$ cat src/rtl/scan_test_ctrl.sv
// Scan-test sequencer for the scan-inserted s27 benchmark: streams patterns into the
// scan chain, issues one capture per pattern and checks captured PO and unloaded responses.
module scan_test_ctrl #(
  parameter int CHAIN_LEN = 3,
  parameter int NUM_PI    = 4,
  parameter int NUM_PO    = 1,
  parameter int CNT_W     = 8
) (
  input  logic                 CK,
  input  logic                 RST,
  input  logic                 START,
  input  logic                 PAT_VALID,
  output logic                 PAT_READY,
  input  logic [CHAIN_LEN-1:0] PAT_SI,
  input  logic [NUM_PI-1:0]    PAT_PI,
  input  logic [NUM_PO-1:0]    EXP_PO,
  input  logic [CHAIN_LEN-1:0] EXP_SO,
  input  logic                 PAT_LAST,
  output logic                 DUT_CKE,
  output logic                 SE,
  output logic                 SI,
  input  logic                 SO,
  output logic [NUM_PI-1:0]    PI,
  input  logic [NUM_PO-1:0]    PO,
  output logic                 BUSY,
  output logic                 DONE,
  output logic                 FAIL,
  output logic [CNT_W-1:0]     FAIL_CNT,
  output logic [CNT_W-1:0]     PAT_CNT
);

  typedef enum logic [2:0] {IDLE, WAIT_PAT, LOAD, CAPTURE, FLUSH, DONE_S} state_t;

  localparam int IDX_W = (CHAIN_LEN > 1) ? $clog2(CHAIN_LEN) : 1;
  localparam logic [IDX_W-1:0] LAST_IDX = IDX_W'(CHAIN_LEN - 1);

  state_t state, next_state;

  logic [IDX_W-1:0]     idx;
  logic [CHAIN_LEN-1:0] si_sh;
  logic [CHAIN_LEN-1:0] exp_so_q;
  logic [NUM_PO-1:0]    exp_po_q;
  logic                 last_q;
  logic [CHAIN_LEN-1:0] pend_so;
  logic                 pending;
  logic                 pend_bad;

  logic se_d, cke_d, ready_d, busy_d, done_d;
  logic session_start, accept, last_shift, unload, so_miss, resolve, pat_bad;

  assign session_start = START && (state == IDLE || state == DONE_S);
  assign accept        = (state == WAIT_PAT) && PAT_VALID;
  assign last_shift    = (idx == LAST_IDX);
  assign unload        = (state == LOAD || state == FLUSH) && pending;
  assign so_miss       = unload && (SO != pend_so[CHAIN_LEN-1]);
  assign resolve       = unload && last_shift;
  // The verdict folds in the current edge's SO bit so a last-bit miss still counts.
  assign pat_bad       = pend_bad | so_miss;

  // NOTE: sequential state uses non-blocking assignments so every register samples
  // pre-edge values, independent of process ordering.
  always_ff @(posedge CK) begin
    if (RST) state <= IDLE;
    else     state <= next_state;
  end

  // NOTE: default assignment first so no path leaves next_state unassigned (no latch).
  always_comb begin
    next_state = state;
    case (state)
      IDLE:     if (START)      next_state = WAIT_PAT;
      WAIT_PAT: if (PAT_VALID)  next_state = LOAD;
      LOAD:     if (last_shift) next_state = CAPTURE;
      CAPTURE:  next_state = last_q ? FLUSH : WAIT_PAT;
      FLUSH:    if (last_shift) next_state = DONE_S;
      DONE_S:   if (START)      next_state = WAIT_PAT;
      default:  next_state = IDLE;
    endcase
  end

  // Control outputs are decoded from next_state and registered, so they switch only at CK.
  always_comb begin
    se_d    = 1'b0;
    cke_d   = 1'b0;
    ready_d = 1'b0;
    busy_d  = 1'b0;
    done_d  = 1'b0;
    case (next_state)
      WAIT_PAT: begin ready_d = 1'b1; busy_d = 1'b1; end
      LOAD:     begin se_d = 1'b1; cke_d = 1'b1; busy_d = 1'b1; end
      CAPTURE:  begin cke_d = 1'b1; busy_d = 1'b1; end
      FLUSH:    begin se_d = 1'b1; cke_d = 1'b1; busy_d = 1'b1; end
      DONE_S:   done_d = 1'b1;
      default:  ;
    endcase
  end

  // NOTE: pattern/response data registers carry no reset; they are always written
  // before use and pending/state qualify them.
  always_ff @(posedge CK) begin
    if (accept) begin
      si_sh    <= PAT_SI << 1;
      exp_so_q <= EXP_SO;
      exp_po_q <= EXP_PO;
      last_q   <= PAT_LAST;
    end else if (state == LOAD && !last_shift) begin
      si_sh <= si_sh << 1;
    end
    if (state == CAPTURE)
      pend_so <= exp_so_q;
    else if (unload)
      pend_so <= pend_so << 1;
  end

  always_ff @(posedge CK) begin
    if (RST) begin
      SE        <= 1'b0;
      SI        <= 1'b0;
      PI        <= '0;
      DUT_CKE   <= 1'b0;
      PAT_READY <= 1'b0;
      BUSY      <= 1'b0;
      DONE      <= 1'b0;
      FAIL      <= 1'b0;
      FAIL_CNT  <= '0;
      PAT_CNT   <= '0;
      pending   <= 1'b0;
      pend_bad  <= 1'b0;
      idx       <= '0;
    end else begin
      SE        <= se_d;
      DUT_CKE   <= cke_d;
      PAT_READY <= ready_d;
      BUSY      <= busy_d;
      DONE      <= done_d;

      if (session_start) begin
        FAIL     <= 1'b0;
        FAIL_CNT <= '0;
        PAT_CNT  <= '0;
        pending  <= 1'b0;
        pend_bad <= 1'b0;
      end

      if (accept) begin
        PI  <= PAT_PI;
        SI  <= PAT_SI[CHAIN_LEN-1];
        idx <= '0;
      end

      if (state == LOAD || state == FLUSH)
        idx <= last_shift ? '0 : idx + 1'b1;

      if (state == LOAD && !last_shift)
        SI <= si_sh[CHAIN_LEN-1];
      else if (state == CAPTURE && last_q)
        SI <= 1'b0;

      if (unload)
        pend_bad <= pat_bad;

      if (resolve) begin
        pending <= 1'b0;
        if (pat_bad) begin
          FAIL <= 1'b1;
          if (FAIL_CNT != '1) FAIL_CNT <= FAIL_CNT + 1'b1;
        end
      end

      if (state == CAPTURE) begin
        pending  <= 1'b1;
        pend_bad <= (PO != exp_po_q);
        if (PAT_CNT != '1) PAT_CNT <= PAT_CNT + 1'b1;
      end
    end
  end

endmodule

$ cat config.mk
export PLATFORM = sky130hd
export DESIGN_NAME = scan_test_ctrl
export DESIGN_NICKNAME = d
export VERILOG_FILES = /design/src/rtl/scan_test_ctrl.sv
export SDC_FILE = /design/constraint.sdc
export NUM_CORES = 1
export LEC_CHECK = 0
export CORE_ASPECT_RATIO = 1.1
export CORE_MARGIN = 2
export CORE_UTILIZATION = 46
export CTS_CLUSTER_DIAMETER = 50
export DETAILED_ROUTE_END_ITERATION = 10
export HOLD_SLACK_MARGIN = 0.08
export PLACE_DENSITY = 0.83
export REMOVE_ABC_BUFFERS = 1
export SYNTH_ARGS = -nofsm -noshare
export SYNTH_HDL_FRONTEND = slang
export SYNTH_SLANG_ARGS = --single-unit
$ cat constraint.sdc
create_clock -name CK -period 1.7 [get_ports CK]
set_clock_uncertainty 0.2 [all_clocks]
set_input_delay 0.255 -clock CK [delete_from_list [all_inputs] [get_ports CK]]
set_output_delay 0.255 -clock CK [all_outputs]
set_load 0.02 [all_outputs]
==> out/metrics.csv <==
metric,value,unit
avgViaCountPerCell,5.60,
status,finished with violations,
cts_tree,built,
area_delta_synth_final,54.6,%
critPathLaunchType,register,
wire_per_inst,15.6,um
pin_count,45,
vdd_drop_max,0.626,mV
maxSlewViolCount,0,
crit_start,idx[0],
pwr_density_cell,671,mW/mm^2
cts_htree_levels,2,
final_core_util,0.725,
multi_input_area,0.00126,mm^2
drt.antenna.violating_nets,0,
path_clk_slew,0.09,ns
drc,0,
use_met3,0.0437,
grt_first_pass_wirelength,8.70,mm
fillers,326,
worstHoldPathType,register to register,
hold_path_depth,2,
seq_power_share,0.495,
regToRegStartpoint,idx[0],
holdBufCountCts,0,
synth_cell_types,60,
grt_use_met2,0.401,
fp.dieW,69.2,um
fmax,0.570,GHz
timing_hold_violations_final,0,
min_from,PI[1],
critPathCaptureType,register,
netlist_area,0.00215,mm^2
seq_area,1000,um^2
antenna_found_initial,0,
worstMarginPinSlew,0.370,ns
intPower,1.69,mW
first_pass_iters,4,
p_sw,545,uW
clkLatencyLatePin,0.30,ns
drive_gt1_frac,0.356,
synth-seq-cells,44,
rows,26,
drt_iter0_drc,133,
violations,setup timing,
setup_ws,-0.0557,ns
grt_max_degree,15,
final_common_cell,buf_4,
slew_headroom,0.750,
dp_hpwl,3.92,mm
initial_core_util,0.469,
crit_required,1.68,ns
grt_pass1_vias,1993,
cap_violations,0,
yosysSeqAreaShare,0.456,
final_cell_mix,"buf_4 (52), nand2_1 (36), dfxtp_1 (25)",
die_h,75.7,um
postSynthCellCount,228,
cts.sinks,44,
nets,345,
io_buffers,44,
finalSetupViolations,6,
gp_congestion,0.864,
wirelength,5.97,mm
avgSynthCellArea,9.43,um^2
combPwrFrac,0.142,
r2r_cells,5,
ys.flop_type,dfxtp_1,
vias,2141,
crit_type,register to register,
leakagePower,1.39,nW
cts.path.max_buffers,2,
pwr-share-clk,0.363,
rsz0062_at_grt,true,
p_sw_frac,0.244,
synth_edf_count,10,
cp_max_fo,6,
cts_inserted_buffers,5,
grt_busiest_layer,met2,
min_period_over_period,1.03,
async_flop_share,0,
grt_use_total,0.208,
cp.arrival,1.74,ns
design.die.area,0.00524,mm^2
dpl_worst_slack,-0.302,ns
grtUsageMet1,0.234,
overflow,0,
root_buffer,clkbuf_8,
antenna_cells,0,
ys.warnings.count,0,
finalCriticalPeriod,1.76,ns
core,0.00459,mm^2
state kept, by name, indices dropped and copies added, names as in the netlist:
| signal | count |
|---|---|
| si_sh | 2 |
| exp_po_q | 1 |
| SE | 1 |
| PAT_CNT | 8 |
| DUT_CKE | 1 |
| pend_bad | 1 |
| idx | 2 |
| BUSY | 1 |
| pend_so | 3 |
| PAT_READY | 1 |
| pending | 1 |
| DONE | 1 |
| state | 3 |
| exp_so_q | 3 |
| SI | 1 |
| last_q | 1 |
| FAIL | 1 |
| PI | 4 |
| FAIL_CNT | 8 |
stage by stage:
| stage | TNS [ns] | hold WS (ns) | cell area [um^2] | power (mW) | instances |
|---|---|---|---|---|---|
| detailed placement | -4.49 | 0.248 | 2980 | 1.42 | 367 |
| floorplan | -1.95 | 0.124 | 2090 | 1.25 | 217 |
| global placement | -3.82 | 0.243 | 2980 | 1.41 | 367 |
| global route | -0.409 | 0.293 | 3330 | 2.31 | 382 |
| CTS | -0.00657 | 0.255 | 3120 | 2.21 | 378 |
| finish | -0.139 | 0.255 | 3330 | 2.23 | 382 |
layout make-up:
type,count,share of cell area
flip-flops and latches,44,0.301
inverters,4,0.00451
clock buffers,5,0.0207
clock inverters,3,0.0128
multi-input cells,169,0.380
repair buffers,101,0.260
well taps,56,0.0211
kinds of logic (layout without fill, tap and decap cells):
family | count (synthesis) | in the layout | synth area share
xor gates and xnor gates | 5 | 5 | 0.0291
muxes | 3 | 3 | 0.0145
DFF | 44 | 44 | 0.456
adders and majority gates | 2 | 2 | 0.0116
AOI/OAI and AO/OA | 59 | 59 | 0.212
and+or+nand+nor | 100 | 100 | 0.241
buffers and inverters | 15 | 113 | 0.0355
worst paths after layout:
check | end | slack, ns
hold / removal | PI[1] | 0.26
hold reg to reg | PI[1] | 0.26
setup / recovery | FAIL_CNT[7] | -0.06
setup reg to reg | FAIL_CNT[7] | -0.06
what timing repair did:
item	CTS	global route
pin swaps	3	17
resized for setup	30	48
buffers inserted	3	4
endpoints found under the setup margin	46	25
power groups by stage:
stage          registers [mW]  clock network, mW  logic [mW]
2_1_floorplan            1.15                  0      0.0991
3_3_place_gp             1.13                  0       0.277
3_5_place_dp             1.13                  0       0.283
4_1_cts                  1.11              0.815       0.288
5_1_grt                  1.11              0.864       0.338
6_report                 1.11              0.809       0.317
critical path, stage by stage, from the launching register on:
cell      delay (ns)
dfxtp_4         0.37
and4bb_2        0.35
o211ai_4        0.12
buf_4           0.17
o311ai_2        0.31
a21oi_1         0.10
synthesized netlist by cell type, types with 2 or more instances:
| library cell | instances | share of area |
|---|---|---|
| buf_2 | 4 | 0.0093 |
| nor2_1 | 8 | 0.014 |
| a21oi_1 | 15 | 0.035 |
| edfxtp_1 | 10 | 0.14 |
| o21ai_0 | 6 | 0.014 |
| inv_1 | 3 | 0.0052 |
| dfxtp_1 | 34 | 0.32 |
| clkbuf_1 | 4 | 0.0070 |
| nand4_1 | 3 | 0.0087 |
| nand3b_1 | 2 | 0.0070 |
| nand3_1 | 9 | 0.021 |
| and2_1 | 5 | 0.015 |
| a22oi_1 | 2 | 0.0070 |
| xor2_1 | 2 | 0.0081 |
| buf_4 | 2 | 0.0070 |
| o211a_1 | 2 | 0.0093 |
| nor3_1 | 8 | 0.019 |
| or3_1 | 2 | 0.0058 |
| and3_1 | 4 | 0.012 |
| or2_2 | 2 | 0.0058 |
| nand2b_1 | 5 | 0.015 |
| nor2b_1 | 5 | 0.015 |
| a311oi_1 | 3 | 0.012 |
| a21o_1 | 3 | 0.010 |
| mux2i_1 | 2 | 0.0093 |
| a221o_1 | 3 | 0.014 |
| a211oi_1 | 2 | 0.0070 |
| ha_1 | 2 | 0.012 |
| a41oi_1 | 2 | 0.0081 |
| nand2_1 | 38 | 0.066 |
| o311ai_1 | 4 | 0.016 |
| o211ai_1 | 2 | 0.0070 |
| o2111ai_1 | 2 | 0.0081 |
| xnor2_1 | 2 | 0.0081 |
routing by layer:
metal / vias up / part of all wire
met5: - / 0
met4: 0 / 0.018
met3: 13 / 0.049
met2: 76 / 0.53
met1: 1008 / 0.40
li1: 1044 / -
No activity file was read; power rests on OpenSTA's default activity.
